===== src/rtl/operand_fetch.sv =====
// Operand fetch stage: 8x16 register file with a two-cycle A/B read sequence
// and a valid/ready handshake toward the ALU A side and the shifter.
module operand_fetch #(
    parameter int unsigned DATA_W = 16,
    parameter int unsigned NREGS  = 8,
    parameter int unsigned AW     = 3
) (
    input  logic              clk_i,
    input  logic              reset_i,
    input  logic              start_i,
    input  logic [AW-1:0]     rn_a_i,
    input  logic [AW-1:0]     rn_b_i,
    input  logic [1:0]        shift_i,
    input  logic              out_ready_i,
    input  logic              write_i,
    input  logic [AW-1:0]     writenum_i,
    input  logic [DATA_W-1:0] data_i,
    output logic              busy_o,
    output logic              valid_o,
    output logic [DATA_W-1:0] a_out_o,
    output logic [DATA_W-1:0] b_out_o,
    output logic [1:0]        shift_out_o
);

    localparam int unsigned SHIFT_W = 2;

    typedef enum logic [1:0] {
        S_IDLE,
        S_READ_A,
        S_READ_B,
        S_VALID
    } state_e;

    state_e               state_q, state_d;
    logic [AW-1:0]        rn_a_q, rn_a_d;
    logic [AW-1:0]        rn_b_q, rn_b_d;
    logic [SHIFT_W-1:0]   shift_q, shift_d;
    logic [DATA_W-1:0]    a_q, a_d;
    logic [DATA_W-1:0]    b_q, b_d;
    logic [SHIFT_W-1:0]   shout_q, shout_d;
    logic [DATA_W-1:0]    rf_q [NREGS];
    logic [DATA_W-1:0]    rd_a, rd_b;

    // Read ports forward same-cycle write data so a concurrent write is never missed
    always_comb begin
        rd_a = rf_q[rn_a_q];
        rd_b = rf_q[rn_b_q];
        if (write_i && (writenum_i == rn_a_q)) rd_a = data_i;
        if (write_i && (writenum_i == rn_b_q)) rd_b = data_i;
    end

    always_ff @(posedge clk_i or posedge reset_i) begin
        if (reset_i) begin
            for (int unsigned i = 0; i < NREGS; i++) rf_q[i] <= '0;
        end else if (write_i) begin
            rf_q[writenum_i] <= data_i;
        end
    end

    always_ff @(posedge clk_i or posedge reset_i) begin
        if (reset_i) begin
            state_q <= S_IDLE;
            rn_a_q  <= '0;
            rn_b_q  <= '0;
            shift_q <= '0;
            a_q     <= '0;
            b_q     <= '0;
            shout_q <= '0;
        end else begin
            state_q <= state_d;
            rn_a_q  <= rn_a_d;
            rn_b_q  <= rn_b_d;
            shift_q <= shift_d;
            a_q     <= a_d;
            b_q     <= b_d;
            shout_q <= shout_d;
        end
    end

    always_comb begin
        state_d = state_q;
        rn_a_d  = rn_a_q;
        rn_b_d  = rn_b_q;
        shift_d = shift_q;
        a_d     = a_q;
        b_d     = b_q;
        shout_d = shout_q;
        unique case (state_q)
            S_IDLE: begin
                if (start_i) begin
                    rn_a_d  = rn_a_i;
                    rn_b_d  = rn_b_i;
                    shift_d = shift_i;
                    state_d = S_READ_A;
                end
            end
            S_READ_A: begin
                a_d     = rd_a;
                state_d = S_READ_B;
            end
            S_READ_B: begin
                b_d     = rd_b;
                shout_d = shift_q;
                state_d = S_VALID;
            end
            S_VALID: begin
                // A new request is only taken together with the handshake
                if (out_ready_i) begin
                    if (start_i) begin
                        rn_a_d  = rn_a_i;
                        rn_b_d  = rn_b_i;
                        shift_d = shift_i;
                        state_d = S_READ_A;
                    end else begin
                        state_d = S_IDLE;
                    end
                end
            end
            default: state_d = S_IDLE;
        endcase
    end

    assign busy_o      = (state_q != S_IDLE);
    assign valid_o     = (state_q == S_VALID);
    assign a_out_o     = a_q;
    assign b_out_o     = b_q;
    assign shift_out_o = shout_q;

endmodule


===== config.mk =====
export PLATFORM = sky130hd
export DESIGN_NAME = operand_fetch
export DESIGN_NICKNAME = d
export VERILOG_FILES = /design/src/rtl/operand_fetch.sv
export SDC_FILE = /design/constraint.sdc
export NUM_CORES = 1
export LEC_CHECK = 0
export BUFFER_PORTS_ARGS = -buffer_cell sky130_fd_sc_hd__buf_2
export CAP_MARGIN = 20
export CORE_UTILIZATION = 33
export DETAILED_ROUTE_END_ITERATION = 8
export GPL_TIMING_DRIVEN = 0
export PLACE_DENSITY = 0.48
export REMOVE_ABC_BUFFERS = 1
export SLEW_MARGIN = 20
export SYNTH_ARGS = -nofsm -noshare
export SYNTH_HDL_FRONTEND = slang
export SYNTH_SLANG_ARGS = --single-unit

===== constraint.sdc =====
create_clock -name clk_i -period 6.17 [get_ports clk_i]
set_clock_uncertainty 0.15 [all_clocks]
set_input_delay 1.234 -clock clk_i [delete_from_list [all_inputs] [get_ports clk_i]]
set_output_delay 1.234 -clock clk_i [all_outputs]
set_load 0.005 [all_outputs]

== After elaboration in Yosys (flattened, before gate mapping) ==
Index checks and enable logic that the tools add are counted.

* Register bits: 172
* Latch bits: 0
* Memory bits (writable): 0
* ROM bits: 0
* Output and inout port bits: 36
* Logic and storage cells: 61
* Memories: 0

* Add/sub/neg operators: 0
* Multiply operators: 0
* Div/mod/pow operators: 0
* Order comparisons: 4
* Equality and inequality tests: 7
* Shift operators: 0
* Multiplexer cells: 24
* Bitwise logic cells: 3
* Reduce and logical (&&, ||, !) cells: 8

{| class="wikitable"
|+ Operators by type and width
! kind !! number
|-
| 128-bit bitwise mux || 1
|-
| 16-bit two-way mux || 7
|-
| 16-bit binary-select mux with 3-bit select || 2
|-
| 16-bit demux with 3-bit select || 1
|-
| 4-bit >= comparator, second input constant || 3
|-
| 3-bit two-way mux || 4
|-
| 3-bit NOT with 4-bit output || 3
|-
| 3-bit one-hot mux with 2 select lines || 2
|-
| 2-bit two-way mux || 4
|-
| 2-bit one-hot mux with 4 select lines || 1
|-
| 3-bit == test || 2
|-
| 2-bit == test, second input constant || 2
|-
| 4-bit by 1-bit less-than comparator with 1-bit output, second input constant || 1
|-
| 2-bit inequality test, second input constant || 2
|-
| 2-bit one-hot mux with 2 select lines || 1
|-
| 2-bit AND reduction || 2
|-
| 2-bit nonzero test || 2
|-
| 1-bit logical AND || 3
|-
| 2-bit by 1-bit == test with 1-bit output, second input constant || 1
|-
| 2-bit zero test || 1
|-
| 1-bit two-way mux || 1
|}

== Longest topological paths before layout ==
* Depth in word-level cells: 6
* Gate-level depth with buffers: 8
* Depth with buffers taken out: 5

== Least setup slack after synthesis ==
No wires, ideal clock.

* Path type: in2reg
* From: input port writenum_i[0]
* To: register rf_q[48] in the netlist's numbering
* Library setup time: 0.125 ns
* Data arrival time: 2.577 ns
* Data required time: 5.895 ns
* Path slack: 3.318 ns
* Stages: 5
* Path buffers: 2
* Cell sequence: buf_2 > nand2b_1 > nor3b_2 > buf_2 > mux2_2

* Word-level cells in the longest chain between the ends: 6
* Elaborated cells on any way between the ends: 7

{| class="wikitable"
|+ RTL lines
! what !! RTL line !! RTL
|-
| start: declaration || 16 || <nowiki>input logic [AW-1:0] writenum_i,</nowiki>
|-
| 3-bit NOT with 4-bit output (implied by the code) (*) || 56 || <nowiki>rf_q[writenum_i] <= data_i;</nowiki>
|-
| 4-bit >= comparator (implied by the code) or 4-bit by 1-bit less-than comparator with 1-bit output (tied branches) || 56 ||
|-
| 1-bit logical AND (implied by the code) || 56 ||
|-
| 16-bit two-way mux (implied by the code) || 56 ||
|-
| 16-bit demux with 3-bit select (*) || 56 ||
|-
| 128-bit bitwise mux (*) || 56 ||
|-
| end signal: indexed assignment || 56 ||
|-
| end: declaration || 41 || <nowiki>logic [DATA_W-1:0] rf_q [NREGS];</nowiki>
|}

Mark *: on every way between the ends. The rest lies on a longest branch, timed or not.
A chain may end at the register's enable or synchronous reset.

==> metrics.csv <==
metric;value;unit
outcome;finished clean;
seqCellArea;4320;µm²
io_pins;68;
fin_area;10200;µm²
synth_seq_cells;172;
cts-root-buf;clkbuf_16;
fill_cells;2440;
final-setup-viol-count;0;
place.port_buffers;67;
start_util;0.335;
via_per_inst;5.52;
antenna_found_initial;1;
synthArstFlopShare;1.00;
overflow;0;
slew_viol_final;0;
min_path_type;reg2reg;
rsz0062_at_grt;false;
yosys_warnings;0;
max-cap-violations;0;
areaGrowthSynthToFinish;17.7;%
path_max_fanout;10;
cts-buffers-inserted;17;
relSlewSlack;0.476;
first_iter_violations;483;
synthFlopType;dfrtp_1;
cts_sinks;172;
fp-row-count;59;
die-height;164;µm
ctsResizeCount;0;
cts-hold-fix-buffers;0;
clk_latency;0.43;ns
irDropWorstVdd;0.000430;V
final_nets;734;
avgSynthCellArea;13.6;µm²
dp.cells;1013;
grt_start_max_net_pins;64;
dpl.hpwl;16.1;mm
grt_pass1_wl;37.9;mm
globalplace.congestion;0.726;
synth_edf_count;0;
grt_pass1_vias;6078;
tightest_slew;0.786;ns
die_w;164;µm
yosysUniqueCellTypes;33;
ant_nets;0;
cp.arrival;2.99;ns
path_class;in2reg;
netlist_area;8700;µm²
grt_usage;0.194;
core;26000;µm²
leakage;0.00444;µW
clk_pin_slew;0.06;ns
firstDrtPassIters;5;
postCtsSetupBuffers;0;
power_density;479;nW/µm²
place_area;9620;µm²
ctsHtreeMaxLevel;4;
fin_crit;2.84;ns
p_total;4900;µW
via_count;5768;
fin_hold_ws;0.349;ns
crit_required;6.33;ns
finalSetupTns;0;ns
seq_area_frac_synth;0.495;
wl;24.5;mm
multi_input_area;4080;µm²
drc_errors;0;
layout.cells.non_filler;1045;
crit_path_end_kind;flop;
critPathLaunchType;input pin;
hold_violations;0;
synth_cells;639;
avgRoutedWirePerCell;23.5;µm
fmax;353;MHz
period_share;0.460;
clock_path_buffers;2;
cts_tree;done;
dieArea;27000;µm²
drive_gt1_frac;0.389;
-- cell type report --
class / count / share of cell area
Antenna cell: 1 / 0.000244
Clock buffer: 21 / 0.0449
Sequential cell: 172 / 0.421
Multi-Input combinational cell: 395 / 0.398
Inverter: 21 / 0.00843
Timing Repair Buffer: 90 / 0.0700
Clock inverter: 10 / 0.0160
Tap cell: 335 / 0.0409
-- path summary, 6_finish.rpt --
path,endpoint,from,depth (start not counted),slack [ns]
setup / recovery,rf_q[90]$_DFFE_PP0P_,write_i,5,3.33
hold / removal,shift_q[0]$_DFFE_PP0P_,shift_q[0]$_DFFE_PP0P_,1,0.35
setup reg to reg,b_out_o[10]$_DFFE_PP0N_,state_q[0]$_DFFE_PP0P_,5,3.53
hold reg to reg,shift_q[0]$_DFFE_PP0P_,shift_q[0]$_DFFE_PP0P_,1,0.35
max in group asynchronous,rn_b_q[0]$_DFFE_PP0P_,reset_i,3,4.52
min in group asynchronous,rf_q[98]$_DFFE_PP0P_,reset_i,2,0.64
-- Yosys cell counts (2+ instances only) --
cell type | number | area (µm²)
dfrtp_1 | 172 | 4300
mux2_2 | 92 | 1040
nand2_1 | 65 | 244
o21ai_0 | 60 | 300
mux4_2 | 47 | 1060
inv_1 | 21 | 78.8
nor2_1 | 21 | 78.8
a221oi_1 | 20 | 175
mux2i_1 | 20 | 200
clkbuf_1 | 19 | 71.3
mux4_1 | 17 | 447
buf_2 | 13 | 65.1
a221o_1 | 12 | 120
nor2b_1 | 8 | 50.1
buf_4 | 7 | 52.6
xnor2_1 | 6 | 52.6
buf_6 | 5 | 56.3
ha_1 | 5 | 62.6
and2b_1 | 4 | 30.0
buf_1 | 3 | 11.3
nand2b_1 | 3 | 18.8
nand4b_1 | 3 | 26.3
a41oi_1 | 2 | 17.5
and4b_1 | 2 | 20.0
buf_12 | 2 | 40.0
nor3_2 | 2 | 20.0
nor3b_2 | 2 | 25.0
-- registers in the layout, indices dropped and copies added (netlist names) --
signal       cells
rf_q           128
a_out_o         16
b_out_o         16
rn_a_q           3
rn_b_q           3
shift_out_o      2
shift_q          2
state_q          2
-- power breakdown --
part | total, µW | internal (µW) | switching, µW | leakage [µW]
sequential | 1850 | 1460 | 397 | 0.00209
clock | 1160 | 699 | 460 | 0.000304
combinational | 1890 | 1090 | 801 | 0.00205
-- routing by layer --
metal / routed length [µm] / vias to the layer above / GRT usage
li1: - / 2511 / -
met1: 11400 / 3066 / 0.271
met2: 11700 / 164 / 0.306
met3: 1140 / 27 / 0.0427
met4: 317 / 0 / 0.0484
met5: 0 / - / 0
-- critical path, cell delays in order --
cell and delay (ns):
buf_2 0.23, nand2b_1 0.23, nor3b_4 0.71, buf_8 0.24, mux2_2 0.34
-- layout by cell type, fill, tap and decap left out, types with 17 or more instances in the layout --
master	netlist	routed
nand2_1	65	65
a221oi_1	20	20
buf_2	13	67
mux2_2	92	92
o21ai_0	60	60
nor2_1	21	21
clkbuf_16	0	17
mux2i_1	20	20
mux4_2	47	47
dfrtp_1	172	166
inv_1	21	20
mux4_1	17	17
-- cells by family (layout without fill, tap and decap cells) --
logic type,Yosys count,after routing,synth area share
muxes,176,176,0.315
DFF,172,172,0.495
and+or+nand+nor,111,111,0.0597
AOI/OAI and AO/OA,97,97,0.0729
buffers and inverters,72,142,0.0447
xor gates and xnor gates,6,6,0.00604
adders and majority gates,5,5,0.00719
other,0,1,0
-- stage by stage --
step | setup slack [ns] | util
floorplan | 0.126 | -
global placement | -1.72 | 0.352
detailed placement | 2.87 | 0.370
CTS | 3.35 | 0.394
global route | 3.24 | 0.394
finish | 3.33 | 0.394
(Power assumes the default switching activity.)
